==> src/rtl/dircc_system_states_pkg.sv <==
// dircc_system_states_pkg: system-wide constants shared with the device-state memory map
//   no ports; DEVICE_STATE_STRIDE is the byte distance between consecutive device records
package dircc_system_states_pkg;
    localparam int DEVICE_STATE_STRIDE = 16;
endpackage

==> src/rtl/dircc_types_pkg.sv <==
// dircc_types_pkg: shared scheduler types
//   no ports; rts_sched_state_t is the RTS scheduler FSM, send_request_t a (device, port) send request
package dircc_types_pkg;
    localparam int SEND_DEV_BITS = 16;
    typedef enum logic [2:0] {IDLE, ISSUE, WAIT, EVAL, SEND} rts_sched_state_t;
    typedef struct packed {
        logic [SEND_DEV_BITS-1:0] dev;
        logic [4:0]               port;
    } send_request_t;
endpackage

==> src/rtl/dircc_priority_encoder32.sv <==
// dircc_priority_encoder32: index of the lowest set bit of a 32-bit mask
//   mask  : input mask
//   port  : index of the lowest set bit (0 when mask is zero)
//   valid : mask has at least one bit set
module dircc_priority_encoder32 (
    input  logic [31:0] mask,
    output logic [4:0]  port,
    output logic        valid
);
    always_comb begin
        port = '0;
        for (int i = 31; i >= 0; i--) port = mask[i] ? 5'(i) : port;
    end
    assign valid = |mask;
endmodule

==> src/rtl/dircc_rts_scheduler.sv <==
// dircc_rts_scheduler: round-robin RTS scheduler over the devices hosted on one processing element
//   clk, reset_n           : clock, asynchronous active-low reset
//   enable                 : scanning allowed (system RUNNING)
//   state_addr, state_rd   : device-state read address and its one-cycle strobe
//   rts_ready              : port-ready mask, valid RTS_LATENCY cycles after state_rd
//   send_req/dev/port/ack  : request handshake with the send engine
//   sweep_empty            : pulse after NUM_DEVICES consecutive empty evaluations
//   cur_dev                : device currently being scanned
module dircc_rts_scheduler
    import dircc_types_pkg::*;
    import dircc_system_states_pkg::*;
#(
    parameter int                           NUM_DEVICES       = 16,
    parameter int                           ADDRESS_MEM_WIDTH = 32,
    parameter logic [ADDRESS_MEM_WIDTH-1:0] STATE_BASE_ADDR   = '0,
    parameter int                           STATE_STRIDE      = DEVICE_STATE_STRIDE,
    parameter int                           RTS_LATENCY       = 2,
    parameter int                           DEV_IDX_WIDTH     = (NUM_DEVICES > 1) ? $clog2(NUM_DEVICES) : 1
) (
    input  logic                         clk,
    input  logic                         reset_n,
    input  logic                         enable,
    output logic [ADDRESS_MEM_WIDTH-1:0] state_addr,
    output logic                         state_rd,
    input  logic [31:0]                  rts_ready,
    output logic                         send_req,
    output logic [DEV_IDX_WIDTH-1:0]     send_dev,
    output logic [4:0]                   send_port,
    input  logic                         send_ack,
    output logic                         sweep_empty,
    output logic [DEV_IDX_WIDTH-1:0]     cur_dev
);
    localparam int CNT_W   = $clog2(RTS_LATENCY + 1);
    localparam int EMPTY_W = $clog2(NUM_DEVICES + 1);
    localparam logic [DEV_IDX_WIDTH-1:0] LAST_DEV   = DEV_IDX_WIDTH'(NUM_DEVICES - 1);
    localparam logic [CNT_W-1:0]         WAIT_LOAD  = CNT_W'(RTS_LATENCY - 1);
    localparam logic [EMPTY_W-1:0]       LAST_EMPTY = EMPTY_W'(NUM_DEVICES - 1);

    rts_sched_state_t               state, state_n;
    logic [DEV_IDX_WIDTH-1:0]       dev_idx, dev_n, dev_next, sdev_n;
    logic [CNT_W-1:0]               cnt, cnt_n;
    logic [EMPTY_W-1:0]             empty_cnt, empty_n;
    logic [ADDRESS_MEM_WIDTH-1:0]   addr_n;
    logic [4:0]                     sport_n, enc_port;
    logic                           req_n, sweep_n, enc_valid;

    dircc_priority_encoder32 u_enc (.mask(rts_ready), .port(enc_port), .valid(enc_valid));

    assign dev_next = (dev_idx == LAST_DEV) ? '0 : dev_idx + DEV_IDX_WIDTH'(1);
    assign state_rd = (state == ISSUE);
    assign cur_dev  = dev_idx;
    // The address is latched on entry to ISSUE so it is valid with state_rd and stays put until the next device.
    assign addr_n   = (state_n == ISSUE)
                    ? STATE_BASE_ADDR + ADDRESS_MEM_WIDTH'(dev_n) * ADDRESS_MEM_WIDTH'(STATE_STRIDE)
                    : state_addr;

    always_comb begin
        state_n   = state;
        dev_n     = dev_idx;
        cnt_n     = cnt;
        empty_n   = empty_cnt;
        req_n     = send_req;
        sdev_n    = send_dev;
        sport_n   = send_port;
        sweep_n   = 1'b0;
        case (state)
            IDLE: state_n = enable ? ISSUE : IDLE;
            ISSUE: begin
                cnt_n   = WAIT_LOAD;
                state_n = (RTS_LATENCY > 1) ? WAIT : EVAL;
            end
            WAIT: begin
                cnt_n   = cnt - CNT_W'(1);
                state_n = (cnt == CNT_W'(1)) ? EVAL : WAIT;
            end
            EVAL: begin
                if (enc_valid) begin
                    req_n   = 1'b1;
                    sdev_n  = dev_idx;
                    sport_n = enc_port;
                    empty_n = '0;
                    state_n = SEND;
                end else begin
                    sweep_n = (empty_cnt == LAST_EMPTY);
                    // Going idle also restarts the pass, so a sweep needs an uninterrupted run.
                    empty_n = (sweep_n || !enable) ? '0 : empty_cnt + EMPTY_W'(1);
                    dev_n   = dev_next;
                    state_n = enable ? ISSUE : IDLE;
                end
            end
            SEND: begin
                if (send_ack) begin
                    req_n   = 1'b0;
                    dev_n   = dev_next;
                    state_n = enable ? ISSUE : IDLE;
                end
            end
            default: state_n = IDLE;
        endcase
    end

    always_ff @(posedge clk or negedge reset_n) begin
        if (!reset_n) begin
            state       <= IDLE;
            dev_idx     <= '0;
            cnt         <= '0;
            empty_cnt   <= '0;
            state_addr  <= '0;
            send_req    <= 1'b0;
            send_dev    <= '0;
            send_port   <= '0;
            sweep_empty <= 1'b0;
        end else begin
            state       <= state_n;
            dev_idx     <= dev_n;
            cnt         <= cnt_n;
            empty_cnt   <= empty_n;
            state_addr  <= addr_n;
            send_req    <= req_n;
            send_dev    <= sdev_n;
            send_port   <= sport_n;
            sweep_empty <= sweep_n;
        end
    end
endmodule

==> config.mk <==
export PLATFORM = sky130hd
export DESIGN_NAME = dircc_rts_scheduler
export DESIGN_NICKNAME = d
export VERILOG_FILES = /design/src/rtl/dircc_system_states_pkg.sv /design/src/rtl/dircc_types_pkg.sv /design/src/rtl/dircc_priority_encoder32.sv /design/src/rtl/dircc_rts_scheduler.sv
export SDC_FILE = /design/constraint.sdc
export NUM_CORES = 1
export LEC_CHECK = 0
export CORE_MARGIN = 2
export CORE_UTILIZATION = 30
export DETAILED_ROUTE_END_ITERATION = 12
export GPL_TIMING_DRIVEN = 0
export MAX_ROUTING_LAYER = met4
export PLACE_DENSITY = 0.66
export SLEW_MARGIN = 40
export SYNTH_ARGS = -nofsm -noshare
export SYNTH_HDL_FRONTEND = slang
export SYNTH_HIERARCHICAL = 1
export SYNTH_SLANG_ARGS = --single-unit
==> constraint.sdc <==
create_clock -name clk -period 2.89 [get_ports clk]
set_clock_uncertainty 0.15 [all_clocks]
set_input_delay 0.578 -clock clk [delete_from_list [all_inputs] [get_ports clk]]
set_output_delay 0.578 -clock clk [all_outputs]
set_load 0.05 [all_outputs]
==> results.json <==
{
  "status": "finished clean",
  "htree_levels": 2,
  "power_density_nw_per_um2": 730,
  "clockBufferDepth": 2,
  "drt-total-wl_um": 4620,
  "cts_tree": "built",
  "slew_violations": 0,
  "areaGrowthSynthToFinish_pct": 51.1,
  "tightest_slew_ns": 0.636,
  "synthesis.area_um2": 1940,
  "dpl-instance-area_um2": 2680,
  "p_leak_uw": 0.00139,
  "p_sw_share_pct": 42.8,
  "fillers": 638,
  "core_um2": 6310,
  "cts_buffers": 5,
  "port_buffers": 55,
  "grt_max_degree": 30,
  "yosysSeqAreaShare_pct": 37.4,
  "clock_power_share_pct": 20.2,
  "p_int_uw": 1220,
  "num_io_pins": 84,
  "p_sw_uw": 917,
  "crit_start": "rts_ready[23]",
  "num_rows": 29,
  "cts.sinks": 29,
  "area.sequential_um2": 726,
  "first_global_vias": 1674,
  "async_reset_ff_share_pct": 100,
  "slowest_delay_ns": 0.57,
  "antenna_found_initial": 0,
  "postSynthAreaPerCell_um2": 9.24,
  "ys_types": 50,
  "multiInputGateArea_um2": 1110,
  "ant_nets": 0,
  "ys_warn_count": 6,
  "combPwrFrac_pct": 51.4,
  "cp_cell_sequence": "dlygate4sd2_1 > or4_4 > nor3_4 > nand4_1 > and4bb_4 > nand2_4 > o21ai_4 > o311ai_4 > mux2_4",
  "grt_pass1_wl_um": 7380,
  "fin_crit_sh_pct": 97.5,
  "path_class": "in -> reg",
  "reg2reg_from": "state[0]",
  "drtIter0Drc": 53,
  "crit_required_ns": 2.91,
  "antenna_cells": 0,
  "drc": 0,
  "seqPwrFrac_pct": 28.4,
  "synth_flop_cell": "dfrtp_1",
  "max_freq_ghz": 0.355,
  "clockRootBuffer": "clkbuf_8",
  "synth_cells": 210,
  "setup_viol": 0,
  "vias_per_cell": 4.57,
  "start_util_pct": 30.7,
  "gp_congestion": 0.821,
  "wl_per_cell_um": 12.0,
  "fin_area_um2": 2930,
  "fin_crit_ns": 2.82,
  "finalNetCount": 348,
  "num_vias": 1765,
  "crit_arrival_ns": 2.83,
  "post-route-util_pct": 46.5,
  "finalPower_uw": 2140,
  "critPathMaxFanout": 4,
  "max_slew_margin_pct": 57.6,
  "maxCapViolations": 0,
  "clkLatencyLatePin_ns": 0.28,
  "first_pass_iters": 4,
  "die-area_um2": 7130,
  "synth_edf_count": 0,
  "critPathSlowestCell": "or4_4",
  "grt_util_all_layers_pct": 13.2,
  "die_x_um": 84.4,
  "min_path_type": "in -> async",
  "grt.overflow.total": 0,
  "die_y_um": 84.4,
  "tns_ns": 0,
  "clkTransAtPathRegs_ns": 0.06,
  "synth-seq-cells": 29,
  "drive_gt1_share_pct": 25.2,
  "end_kind": "register",
  "hold_violations": 0,
  "critPathLaunchType": "primary input",
  "dp_hpwl_um": 3410,
  "irDropWorstVdd_uv": 471
}
==> cell families (layout without fill, tap and decap cells) <==
group           after synthesis  after routing  share of synthesized area (%)
compound gates               44             44                           15.5
xor+xnor                      3              3                           1.35
fa+ha+maj                     4              4                           2.58
buf+inv                      44            116                           14.3
flops                        29             29                           37.4
mux                          14             14                           8.06
other cells                   1             28                          0.193
simple gates                 71             71                           20.6
==> worst max-delay path, delay by kind of cell <==
kind	cells	cell delay [ns]
AND/OR/NAND/NOR	5	1.43
AO/OA/AOI/OAI	2	0.24
multiplexers	1	0.32
buffers and inverters	1	0.26
==> layout by cell type, fill, tap and decap left out, types with 2 or more instances in the layout <==
cell,synthesis,final
conb_1,1,28
xnor2_1,2,2
dlygate4sd2_1,0,10
and3_1,3,3
or4_4,2,2
nor4_1,7,3
nor4_2,0,3
o22ai_1,2,2
inv_1,12,12
a21o_1,2,2
o21ai_0,9,9
nor3_1,5,5
nor3b_1,2,2
clkbuf_8,0,6
buf_4,29,38
nand2b_1,2,2
buf_2,3,4
nor2_1,17,17
nand3_1,7,6
clkdlybuf4s50_1,0,42
dfrtp_1,29,29
a2111oi_0,2,2
and2_1,2,2
ha_1,4,4
or4_1,2,2
nand2_1,11,11
a21oi_1,8,8
mux2_2,12,12
o31ai_1,5,5
a31oi_1,4,4
==> state kept, by name, indices dropped and copies added (netlist names) <==
signal       count
empty_cnt        5
send_port        5
cur_dev          4
send_dev         4
state_addr       4
state            3
cnt              2
send_req         1
sweep_empty      1
==> power by group through the flow <==
stage	Combinational (uW)	Clock [uW]	Sequential (uW)
6_report	1100	433	608
5_1_grt	1180	459	623
4_1_cts	1090	445	608
3_5_place_dp	1060	0	610
3_3_place_gp	1050	0	609
2_1_floorplan	497	0	855
==> repair_timing <==
| item | in CTS | in global routing |
|---|---|---|
| pin swaps | 8 | 11 |
| gates resized for setup | 19 | 6 |
| hold buffers | 0 | 0 |
| endpoints found under the setup margin | 18 | 15 |
| setup buffers | 6 | 3 |
==> worst paths after layout <==
path | endpoint | slack, ns | cells past startpoint
min in group clk | send_dev[3] | 0.34 | 2
max in group asynchronous | empty_cnt[4] | 2.01 | 1
setup / recovery | state_addr[7] | 0.07 | 9
setup reg to reg | state_addr[5] | 0.96 | 4
hold / removal | cnt[1] | 0.17 | 1
hold reg to reg | send_dev[3] | 0.34 | 2
==> area by class of cell <==
type / instances / area share [%]
Tap cell: 77 / 3.28
Sequential cell: 29 / 24.7
Clock inverter: 1 / 1.02
Buffer: 32 / 7.94
Timing Repair Buffer: 64 / 20.6
Multi-Input combinational cell: 164 / 38.0
Inverter: 12 / 1.54
Clock buffer: 7 / 2.94
==> layer usage <==
layer | global-route usage, % | vias up | share of wire (%)
met5 | - | - | 0
met2 | 21.8 | 64 | 45
met3 | 3.93 | 7 | 8.1
met4 | 3.90 | 0 | 1.7
li1 | - | 902 | -
met1 | 15.5 | 792 | 45
==> synth_stat cells (3+ instances only) <==
master | instances | share of area, %
dfrtp_1 | 29 | 37
o31ai_1 | 5 | 1.9
and3_1 | 3 | 0.97
buf_2 | 3 | 0.77
nor4_1 | 7 | 2.3
a21oi_1 | 8 | 2.1
nor3_1 | 5 | 1.3
inv_1 | 12 | 2.3
nor2_1 | 17 | 3.3
a31oi_1 | 4 | 1.3
o21ai_0 | 9 | 2.3
buf_4 | 29 | 11
nand3_1 | 7 | 1.8
nand2_1 | 11 | 2.1
mux2_2 | 12 | 7.0
ha_1 | 4 | 2.6
==> stage by stage <==
| step | instances | hold WS [ns] | worst slack (ns) |
|---|---|---|---|
| after CTS | 383 | 0.189 | 0.00985 |
| after global placement | 369 | 0.315 | -0.709 |
| final | 386 | 0.165 | 0.0720 |
| after global routing | 386 | 0.220 | -0.00636 |
| after floorplan | 237 | 0.132 | 0.143 |
| after detailed placement | 369 | 0.333 | -0.734 |
Power figures use the tool's default switching activity.
